### src/rtl/ila_playback_if.sv
// ila_playback_if: buffer write bus and played-back sample bus.
`timescale 1ns/1ps
interface ila_playback_if #(parameter int SIGNAL_W = 16, parameter int BUFFER_W = 5);
  logic                wr_en_i;
  logic [BUFFER_W-1:0] wr_addr_i;
  logic [SIGNAL_W-1:0] wr_data_i;
  logic [SIGNAL_W-1:0] signal_o;
  logic                valid_o;
  logic [BUFFER_W-1:0] index_o;
  modport master (output wr_en_i, wr_addr_i, wr_data_i, input signal_o, valid_o, index_o);
  modport slave (input wr_en_i, wr_addr_i, wr_data_i, output signal_o, valid_o, index_o);
endinterface

### src/rtl/ila_playback.sv
// ila_playback: plays a software-written sample buffer out with per-sample hold, optional trigger and circular mode.
`timescale 1ns/1ps
module ila_playback #(
  parameter int SIGNAL_W = 16,
  parameter int BUFFER_W = 5,
  parameter int HOLD_W   = 8
) (
  input  logic                clk_i,
  input  logic                rst_i,
  input  logic                cke_i,
  input  logic                start_i,
  input  logic                stop_i,
  input  logic [BUFFER_W-1:0] last_index_i,
  input  logic [HOLD_W-1:0]   hold_i,
  input  logic                circular_i,
  input  logic                trig_en_i,
  input  logic                trig_negate_i,
  input  logic                trigger_i,
  ila_playback_if.slave       bus,
  output logic                busy_o,
  output logic                armed_o,
  output logic                done_o
);
  typedef enum logic [1:0] {IDLE, ARMED, PLAY, DONE} state_t;
  state_t state, state_n;
  logic [SIGNAL_W-1:0] mem [2**BUFFER_W];
  logic [SIGNAL_W-1:0] rdata;
  logic [BUFFER_W-1:0] nidx, last_q;
  logic [HOLD_W-1:0]   cnt, hold_q;
  logic circ_q, trig_en_q, neg_q, first;
  logic start_ok, finish, run, take, go, ren;
  function automatic logic [BUFFER_W-1:0] nxt(input logic [BUFFER_W-1:0] i);
    return i == last_q ? '0 : i + 1'b1;
  endfunction
  always_comb begin
    start_ok = start_i && !stop_i && (state == IDLE || state == DONE);
    finish   = state == PLAY && !first && bus.valid_o && bus.index_o == last_q && cnt == hold_q && !circ_q;
    state_n  = stop_i ? IDLE
             : start_ok ? (trig_en_i ? ARMED : PLAY)
             : (state == ARMED && trig_en_q && (trigger_i ^ neg_q)) ? PLAY
             : finish ? DONE : state;
    run      = state == PLAY && state_n == PLAY;
    take     = run && !first && (!bus.valid_o || cnt == hold_q);
    go       = state_n == PLAY && state != PLAY;
    ren      = take || (run && first);
  end
  always_ff @(posedge clk_i) state <= rst_i ? IDLE : cke_i ? state_n : state;
  assign busy_o  = state == ARMED || state == PLAY;
  assign armed_o = state == ARMED;
  assign done_o  = state == DONE;
  // Read-first buffer; it is only read when the next entry is fetched, so late writes to unread entries show up.
  always_ff @(posedge clk_i) begin
    if (cke_i) begin
      if (bus.wr_en_i) mem[bus.wr_addr_i] <= bus.wr_data_i;
      if (ren) rdata <= mem[nidx];
    end
  end
  always_ff @(posedge clk_i) begin
    if (rst_i) begin
      bus.signal_o <= '0;
      bus.valid_o  <= 1'b0;
      bus.index_o  <= '0;
      cnt          <= '0;
      first        <= 1'b0;
      nidx         <= '0;
      last_q       <= '0;
      hold_q       <= '0;
      circ_q       <= 1'b0;
      trig_en_q    <= 1'b0;
      neg_q        <= 1'b0;
    end else if (cke_i) begin
      if (start_ok) begin
        last_q    <= last_index_i;
        hold_q    <= hold_i;
        circ_q    <= circular_i;
        trig_en_q <= trig_en_i;
        neg_q     <= trig_negate_i;
      end
      if (go) begin
        first <= 1'b1;
        nidx  <= '0;
      end else if (first) begin
        first <= 1'b0;
        nidx  <= nxt(nidx);
      end else if (take) begin
        bus.signal_o <= rdata;
        bus.valid_o  <= 1'b1;
        bus.index_o  <= bus.valid_o ? nxt(bus.index_o) : '0;
        cnt          <= '0;
        nidx         <= nxt(nidx);
      end else if (run) cnt <= cnt + 1'b1;
      if (state_n != PLAY) bus.valid_o <= 1'b0;
    end
  end
endmodule

### src/flat_wrapper.sv
// flat-port wrapper written by rule: the top's interface ports become plain ports
module ila_playback_flat 
#(
  parameter int SIGNAL_W = 16,
  parameter int BUFFER_W = 5,
  parameter int HOLD_W   = 8
)
  (clk_i, rst_i, cke_i, start_i, stop_i, last_index_i, hold_i, circular_i, trig_en_i, trig_negate_i, trigger_i, busy_o, armed_o, done_o, bus_wr_en_i, bus_wr_addr_i, bus_wr_data_i, bus_signal_o, bus_valid_o, bus_index_o);
  ila_playback_if #(.SIGNAL_W(SIGNAL_W), .BUFFER_W(BUFFER_W)) bus_i ();
  input  logic clk_i;
  input  logic rst_i;
  input  logic cke_i;
  input  logic start_i;
  input  logic stop_i;
  input  logic [BUFFER_W-1:0] last_index_i;
  input  logic [HOLD_W-1:0] hold_i;
  input  logic circular_i;
  input  logic trig_en_i;
  input  logic trig_negate_i;
  input  logic trigger_i;
  output logic busy_o;
  output logic armed_o;
  output logic done_o;
  input wire logic [$bits(bus_i.wr_en_i)-1:0] bus_wr_en_i;
  input wire logic [$bits(bus_i.wr_addr_i)-1:0] bus_wr_addr_i;
  input wire logic [$bits(bus_i.wr_data_i)-1:0] bus_wr_data_i;
  output wire logic [$bits(bus_i.signal_o)-1:0] bus_signal_o;
  output wire logic [$bits(bus_i.valid_o)-1:0] bus_valid_o;
  output wire logic [$bits(bus_i.index_o)-1:0] bus_index_o;
  assign bus_i.wr_en_i = bus_wr_en_i;
  assign bus_i.wr_addr_i = bus_wr_addr_i;
  assign bus_i.wr_data_i = bus_wr_data_i;
  assign bus_signal_o = bus_i.signal_o;
  assign bus_valid_o = bus_i.valid_o;
  assign bus_index_o = bus_i.index_o;
  ila_playback #(.SIGNAL_W(SIGNAL_W), .BUFFER_W(BUFFER_W), .HOLD_W(HOLD_W)) u_core (.clk_i(clk_i), .rst_i(rst_i), .cke_i(cke_i), .start_i(start_i), .stop_i(stop_i), .last_index_i(last_index_i), .hold_i(hold_i), .circular_i(circular_i), .trig_en_i(trig_en_i), .trig_negate_i(trig_negate_i), .trigger_i(trigger_i), .bus(bus_i), .busy_o(busy_o), .armed_o(armed_o), .done_o(done_o));
endmodule
### config.mk
export PLATFORM = sky130hd
export DESIGN_NAME = ila_playback_flat
export DESIGN_NICKNAME = d
export VERILOG_FILES = /design/src/rtl/ila_playback_if.sv /design/src/rtl/ila_playback.sv /design/src/flat_wrapper.sv
export SDC_FILE = /design/constraint.sdc
export NUM_CORES = 1
export LEC_CHECK = 0
export CORE_MARGIN = 3
export CORE_UTILIZATION = 50
export DETAILED_ROUTE_END_ITERATION = 12
export GPL_ROUTABILITY_DRIVEN = 1
export GPL_TIMING_DRIVEN = 0
export PLACE_DENSITY_LB_ADDON = 0.1
export SLEW_MARGIN = 20
export SYNTH_ARGS = -nofsm -noshare
export SYNTH_HDL_FRONTEND = slang
export SYNTH_SLANG_ARGS = --single-unit
### constraint.sdc
create_clock -name clk_i -period 9 [get_ports clk_i]
set_input_delay 0.9 -clock clk_i [delete_from_list [all_inputs] [get_ports clk_i]]
set_output_delay 0.9 -clock clk_i [all_outputs]
set_load 0.1 [all_outputs]
=== Yosys cells after proc, flatten, opt, wreduce, memory -nomap -nowiden ===
Memory sizes are Yosys's and may differ from the RTL's. A register that Yosys moved wholly into a read port is not among the register bits.
Cells that the tools add are included.

* Register bits: 54
* Bits in writable memories: 512
* Output and inout port bits: 25
* Memories: 1

{| class="wikitable"
|+ Memory list
! name !! depth !! bits a word !! rd ports !! clocked after Yosys merged registers in !! write ports !! RTL line !! RTL
|-
| u_core.mem || 32 || 16 || 1 || 1 || 1 || ila_playback.sv:26 || <nowiki>logic [SIGNAL_W-1:0] mem [2**BUFFER_W];</nowiki>
|}

* Add/sub/neg operators: 3
* Eq/ne operators: 11
* Mux-type cells: 21
* Bitwise operators: 3
* Reductions and logical operators: 32

{| class="wikitable"
|+ Operators by type and width
! operator !! count
|-
| $mux W5 || 6
|-
| $mux W8 || 2
|-
| $logic_and A1 B1 Y1 || 14
|-
| $reduce_and A4 Y1 || 3
|-
| $add A5 B1 Y5 const B || 2
|-
| $eq A5 B5 Y1 || 2
|-
| $mux W2 || 5
|-
| $add A8 B1 Y8 const B || 1
|-
| $eq A8 B8 Y1 || 1
|-
| $mux W1 || 8
|-
| $ne A2 B2 Y1 const B || 4
|-
| $eq A2 B2 Y1 const B || 3
|-
| $reduce_and A2 Y1 || 3
|-
| $logic_not A1 Y1 || 4
|-
| $logic_or A1 B1 Y1 || 4
|-
| $reduce_bool A2 Y1 || 2
|-
| $reduce_bool A3 Y1 || 1
|-
| $eq A2 B1 Y1 const B || 1
|-
| $logic_not A2 Y1 || 1
|-
| $not A1 Y1 || 2
|-
| $xor A1 B1 Y1 || 1
|}

=== Longest topological paths before layout ===
* Word-level depth: 18
* Depth in mapped cells: 10
* Gate-level depth less buffers: 8

=== Least setup slack after synthesis ===
No wires, ideal clock.

* Path kind: register to register
* From: register u_core.state[1]
* To: register u_core.rdata[0], read port of u_core.mem, enable pin
* Library setup time: 0.414 ns
* Data arrival time: 3.650 ns
* Data required time: 8.586 ns
* Path slack: 4.936 ns
* Cell stages (with the launch flop): 9
* Path buffers: 1
* Path through: dfxtp_1 inv_1 ha_1 nand2_1 o31ai_1 nor2b_1 clkbuf_1 nor2_1 a211oi_1

* Elaborated cells between the ends (all ways): 24

{| class="wikitable"
|+ RTL lines
! what !! RTL line !! RTL
|-
| from (decl) || ila_playback.sv:25 || <nowiki>state_t state, state_n;</nowiki>
|-
| from (signal assigned) || ila_playback.sv:47 || <nowiki>always_ff @(posedge clk_i) state <= rst_i ? IDLE : cke_i ? state_n : state;</nowiki>
|-
| $eq A2 B1 Y1 (*) || -- ||
|-
| named net armed_o || flat_wrapper.sv:22 || <nowiki>output logic armed_o;</nowiki>
|-
| $logic_and A1 B1 Y1 (*) (2 in series) || ila_playback.sv:40 || <nowiki>: (state == ARMED && trig_en_q && (trigger_i ^ neg_q)) ? PLAY</nowiki>
|-
| $mux W2 (*) || ila_playback.sv:40 ||
|-
| $mux W2 (*) || ila_playback.sv:39 || <nowiki>: start_ok ? (trig_en_i ? ARMED : PLAY)</nowiki>
|-
| $mux W2 (*) || ila_playback.sv:38 || <nowiki>state_n = stop_i ? IDLE</nowiki>
|-
| $eq A2 B2 Y1 (*) || ila_playback.sv:42 || <nowiki>run = state == PLAY && state_n == PLAY;</nowiki>
|-
| $logic_and A1 B1 Y1 (*) || ila_playback.sv:42 ||
|-
| $logic_and A1 B1 Y1 (2 in series) || ila_playback.sv:43 || <nowiki>take = run && !first && (!bus.valid_o || cnt == hold_q);</nowiki>
|-
| $logic_or A1 B1 Y1 (*) || ila_playback.sv:45 || <nowiki>ren = take || (run && first);</nowiki>
|-
| $reduce_and A2 Y1 (no source line) (*) || -- ||
|-
| to (decl) || ila_playback.sv:27 || <nowiki>logic [SIGNAL_W-1:0] rdata;</nowiki>
|}

The timed path passes the listed nets; every way through them passes the cells marked *.
A chain may end at the register's enable or synchronous reset.

==> reports/qor.yml <==
clock_network:
  worst_skew_late_latency_ns: 0.62
  cts_post_setup_buffers_inserted: 0
  ctsResizeCount: 0
  holdBufCountCts: 0
  cts_tree: "yes"
  cts_buffer_count: 58
  clk_buf_depth: 3
  cts_max_level: 2
  cts.clk_slew.worst_paths_ns: 0.06
  clock_sinks: 582
  clockRootBuffer: "clkbuf_16"
critical_path:
  reg2reg_slack_ns: 5.36
  crit_type: "flop to flop"
  worst-path-max-fanout: 10
  timing.rr.start: "u_core.nidx[1]"
  rr_worst_depth: 7
  timing.critical_path.arrival_ns: 4.03
  crit_required_ns: 9.38
  critical_path.reg2reg.endpoint: "u_core.rdata[11]"
  critPathLaunchType: "flop"
  worst_setup_path_end_kind: "flop"
logic_synthesis:
  count_of_flip_flops_with_a_built_in_enable_after_synthesis: 528
  synthDominantCellAreaShare: 0.692
  post_synth_num_cell_types: 58
  synth_common_cells: "edfxtp_1 (528), mux4_2 (160), nand2_1 (137), dfxtp_1 (54), nor2_1 (47)"
  synthesis.yosys.warnings: 0
  synthesis.instances: 1183
  async_flop_share: 0
  synth_top_cells_by_area: "edfxtp_1 (69%), mux4_2 (16%), dfxtp_1 (4.7%)"
  ys_seq_elements: 582
  syn-mean-instance-area_um2: 19.4
  synth.largest_area_cell: "edfxtp_1"
  postSynthNetCount: 1233
  syn-cell-area_um2: 22900
  synth-seq-area-share: 0.739
  ys.flop_type: "edfxtp_1"
  synthMostInstantiatedCell: "edfxtp_1"
status:
  run_status: "complete, no violations"
layout:
  layoutNonFillerInstCount: 1984
  n_fill_cell: 3306
  design.final.nets: 1392
  antenna_cells_inserted: 0
  area.growth.synth_to_final_pct: 16.2
  post_route_cells_drive_above_1_share: 0.241
global_routing:
  number_of_global_route_vias_before_repair: 11800
  grt_remaining_overflow: 0
  grt_pass1_wl_mm: 79.0
  groute.usage.overall: 0.229
  largest_net_degree_at_the_start_of_global_routing: 33
  grt_antenna_before_repair: 1
power_and_ir_drop:
  worst_ir_drop_on_vdd_mv: 0.128
  leakagePower_nw: 8.26
  total_power_w: 0.00554
  p_per_area_nw_per_um2: 208
floorplan:
  core_area_um2: 44700
  start_util: 0.513
  die_h_um: 220
  fp.dieW_um: 220
  area_of_the_die_um2: 48400
  design.portCount: 69
  row_count: 77
timing:
  setup_total_negative_slack_ns: 0
  unrepaired_setup_endpoints_after_global_routing: "false"
  report.final.hold_viol_count: 0
  worst_slew_margin_rel: 0.309
  timing_max_transition_violations_final: 0
  finalClockSkew_ns: 0.0248
  finalCriticalPeriod_ns: 3.64
  setup_violations: 0
  tightest_slew_ns: 1.04
  fmax_ghz: 0.274
  min_period_over_period: 0.405
  final.setup.worst_slack_ns: 5.36
detailed_routing:
  drt_drc_violations_left: 0
  first_iter_violations: 1400
  route.vias.total: 11800
  drt-wirelength-per-cell_um: 27.1
  drt-vias-per-instance: 5.92
  drt-total-wl_mm: 53.8
  drt.antenna.violating_nets: 0
  drtPass1Iterations: 5
place:
  io_buffers: 66
  hpwlAfterDp_mm: 36.5
  pre_cts_ws_ns: 5.36
  gpl.final_weighted_congestion: 0.887
  placed_cells_incl_taps: 1874
hold_path:
  holdPathEnd: "u_core.trig_en_q"
  hold-path-cell-count: 2
  min_from: "u_core.trig_en_q"
  hold_removal_path_class: "flop to flop"
job:
  cap_violations: 0
-- power breakdown --
part | leakage, nW | internal [W] | switching, W
clock | 0.915 | 0.00138 | 0.000996
combinational | 2.16 | 0.0000679 | 0.000127
sequential | 5.19 | 0.00296 | 0.00000688
-- flip-flops by register name (all words and copies together) (netlist names) --
register / count
u_core.first: 1
u_core.bus.index_o: 5
u_core.mem: 512
u_core.cnt: 8
u_core.hold_q: 8
u_core.nidx: 5
u_core.circ_q: 1
u_core.bus.signal_o: 16
u_core.neg_q: 1
u_core.last_q: 5
u_core.bus.valid_o: 1
u_core.trig_en_q: 1
u_core.state: 2
u_core.rdata: 16
-- kinds of logic (layout without fill, tap and decap cells) --
family	Yosys count	in the layout	share of synthesized area
AOI/OAI and AO/OA	81	81	0.0266
xor gates and xnor gates	20	20	0.00764
adders and majority gates	6	6	0.00328
buffers and inverters	80	289	0.0138
DFF	582	582	0.739
muxes	179	179	0.166
and+or+nand+nor	235	235	0.0443
-- metrics by stage --
stage,utilization,hold WS [ns],cell area (um^2)
after floorplan,-,0.433,22900
after global placement,0.544,0.453,24300
after detailed placement,0.554,0.457,24800
after CTS,0.596,0.466,26700
after global routing,0.596,0.491,26600
final,0.596,0.462,26600
-- critical path, cell delays in order (launching register included) --
cell and delay (ns):
dfxtp_1 0.33, clkbuf_1 0.37, buf_1 0.77, buf_1 0.74, mux4_2 0.47, mux4_2 0.54, nand2_1 0.12, nand2_1 0.05
-- worst max path at each step --
stage,depth (start not counted),slack (ns),end,startpoint
after floorplan,8,4.94,u_core.rdata[0],u_core.state[1]
after global placement,7,3.86,u_core.rdata[12],start_i
after detailed placement,8,5.36,u_core.rdata[12],start_i
after CTS,7,5.34,u_core.rdata[3],u_core.nidx[0]
after global routing,7,5.22,u_core.rdata[3],u_core.nidx[0]
final,7,5.36,u_core.rdata[11],u_core.nidx[1]
-- layout by cell type (no fill, tap or decap), types with 3 or more instances in the layout --
cell               n
nand3b_1           5
clkinv_2           8
o2111ai_1          6
xor2_1            11
clkbuf_1          53
ha_1               6
bufinv_16          6
xnor2_1            9
a21oi_1           25
o311ai_1           3
buf_8             14
nor3_1             7
nand3_1            9
mux2i_1           19
buf_1             17
a2111o_1           3
clkinv_1          18
edfxtp_1         528
inv_1             14
mux4_2           160
o221ai_1           4
nor2b_1            5
o21ai_0            7
o211ai_1           3
or3_1              3
clkbuf_8           3
clkdlybuf4s50_1   50
clkbuf_16         58
buf_6             20
and2_1             3
nor4_1             3
nor2_1            15
nand4_1            3
and3_1             3
dfxtp_1           54
a32o_1             4
buf_2             22
nand2_1          137
nor2_2            32
-- cell type report --
cell class	count	area, um^2	area share
multi-input cells	521	5760	0.216
well taps	592	741	0.0278
flip-flops and latches	582	16900	0.636
repair buffers	99	1000	0.0377
clock buffers	76	1550	0.0582
clock inverters	34	323	0.0121
inverters	17	63.8	0.00240
plain buffers	63	253	0.00949
-- per-layer routing --
metal  GRT usage  routed length (um)  up-vias
met3      0.0444                4000       70
met4      0.0605                1090        0
met2       0.343               24600      404
met1       0.349               24100     6163
met5           0                   0        -
li1            -                   -     5115
Power figures use the tool's default switching activity.
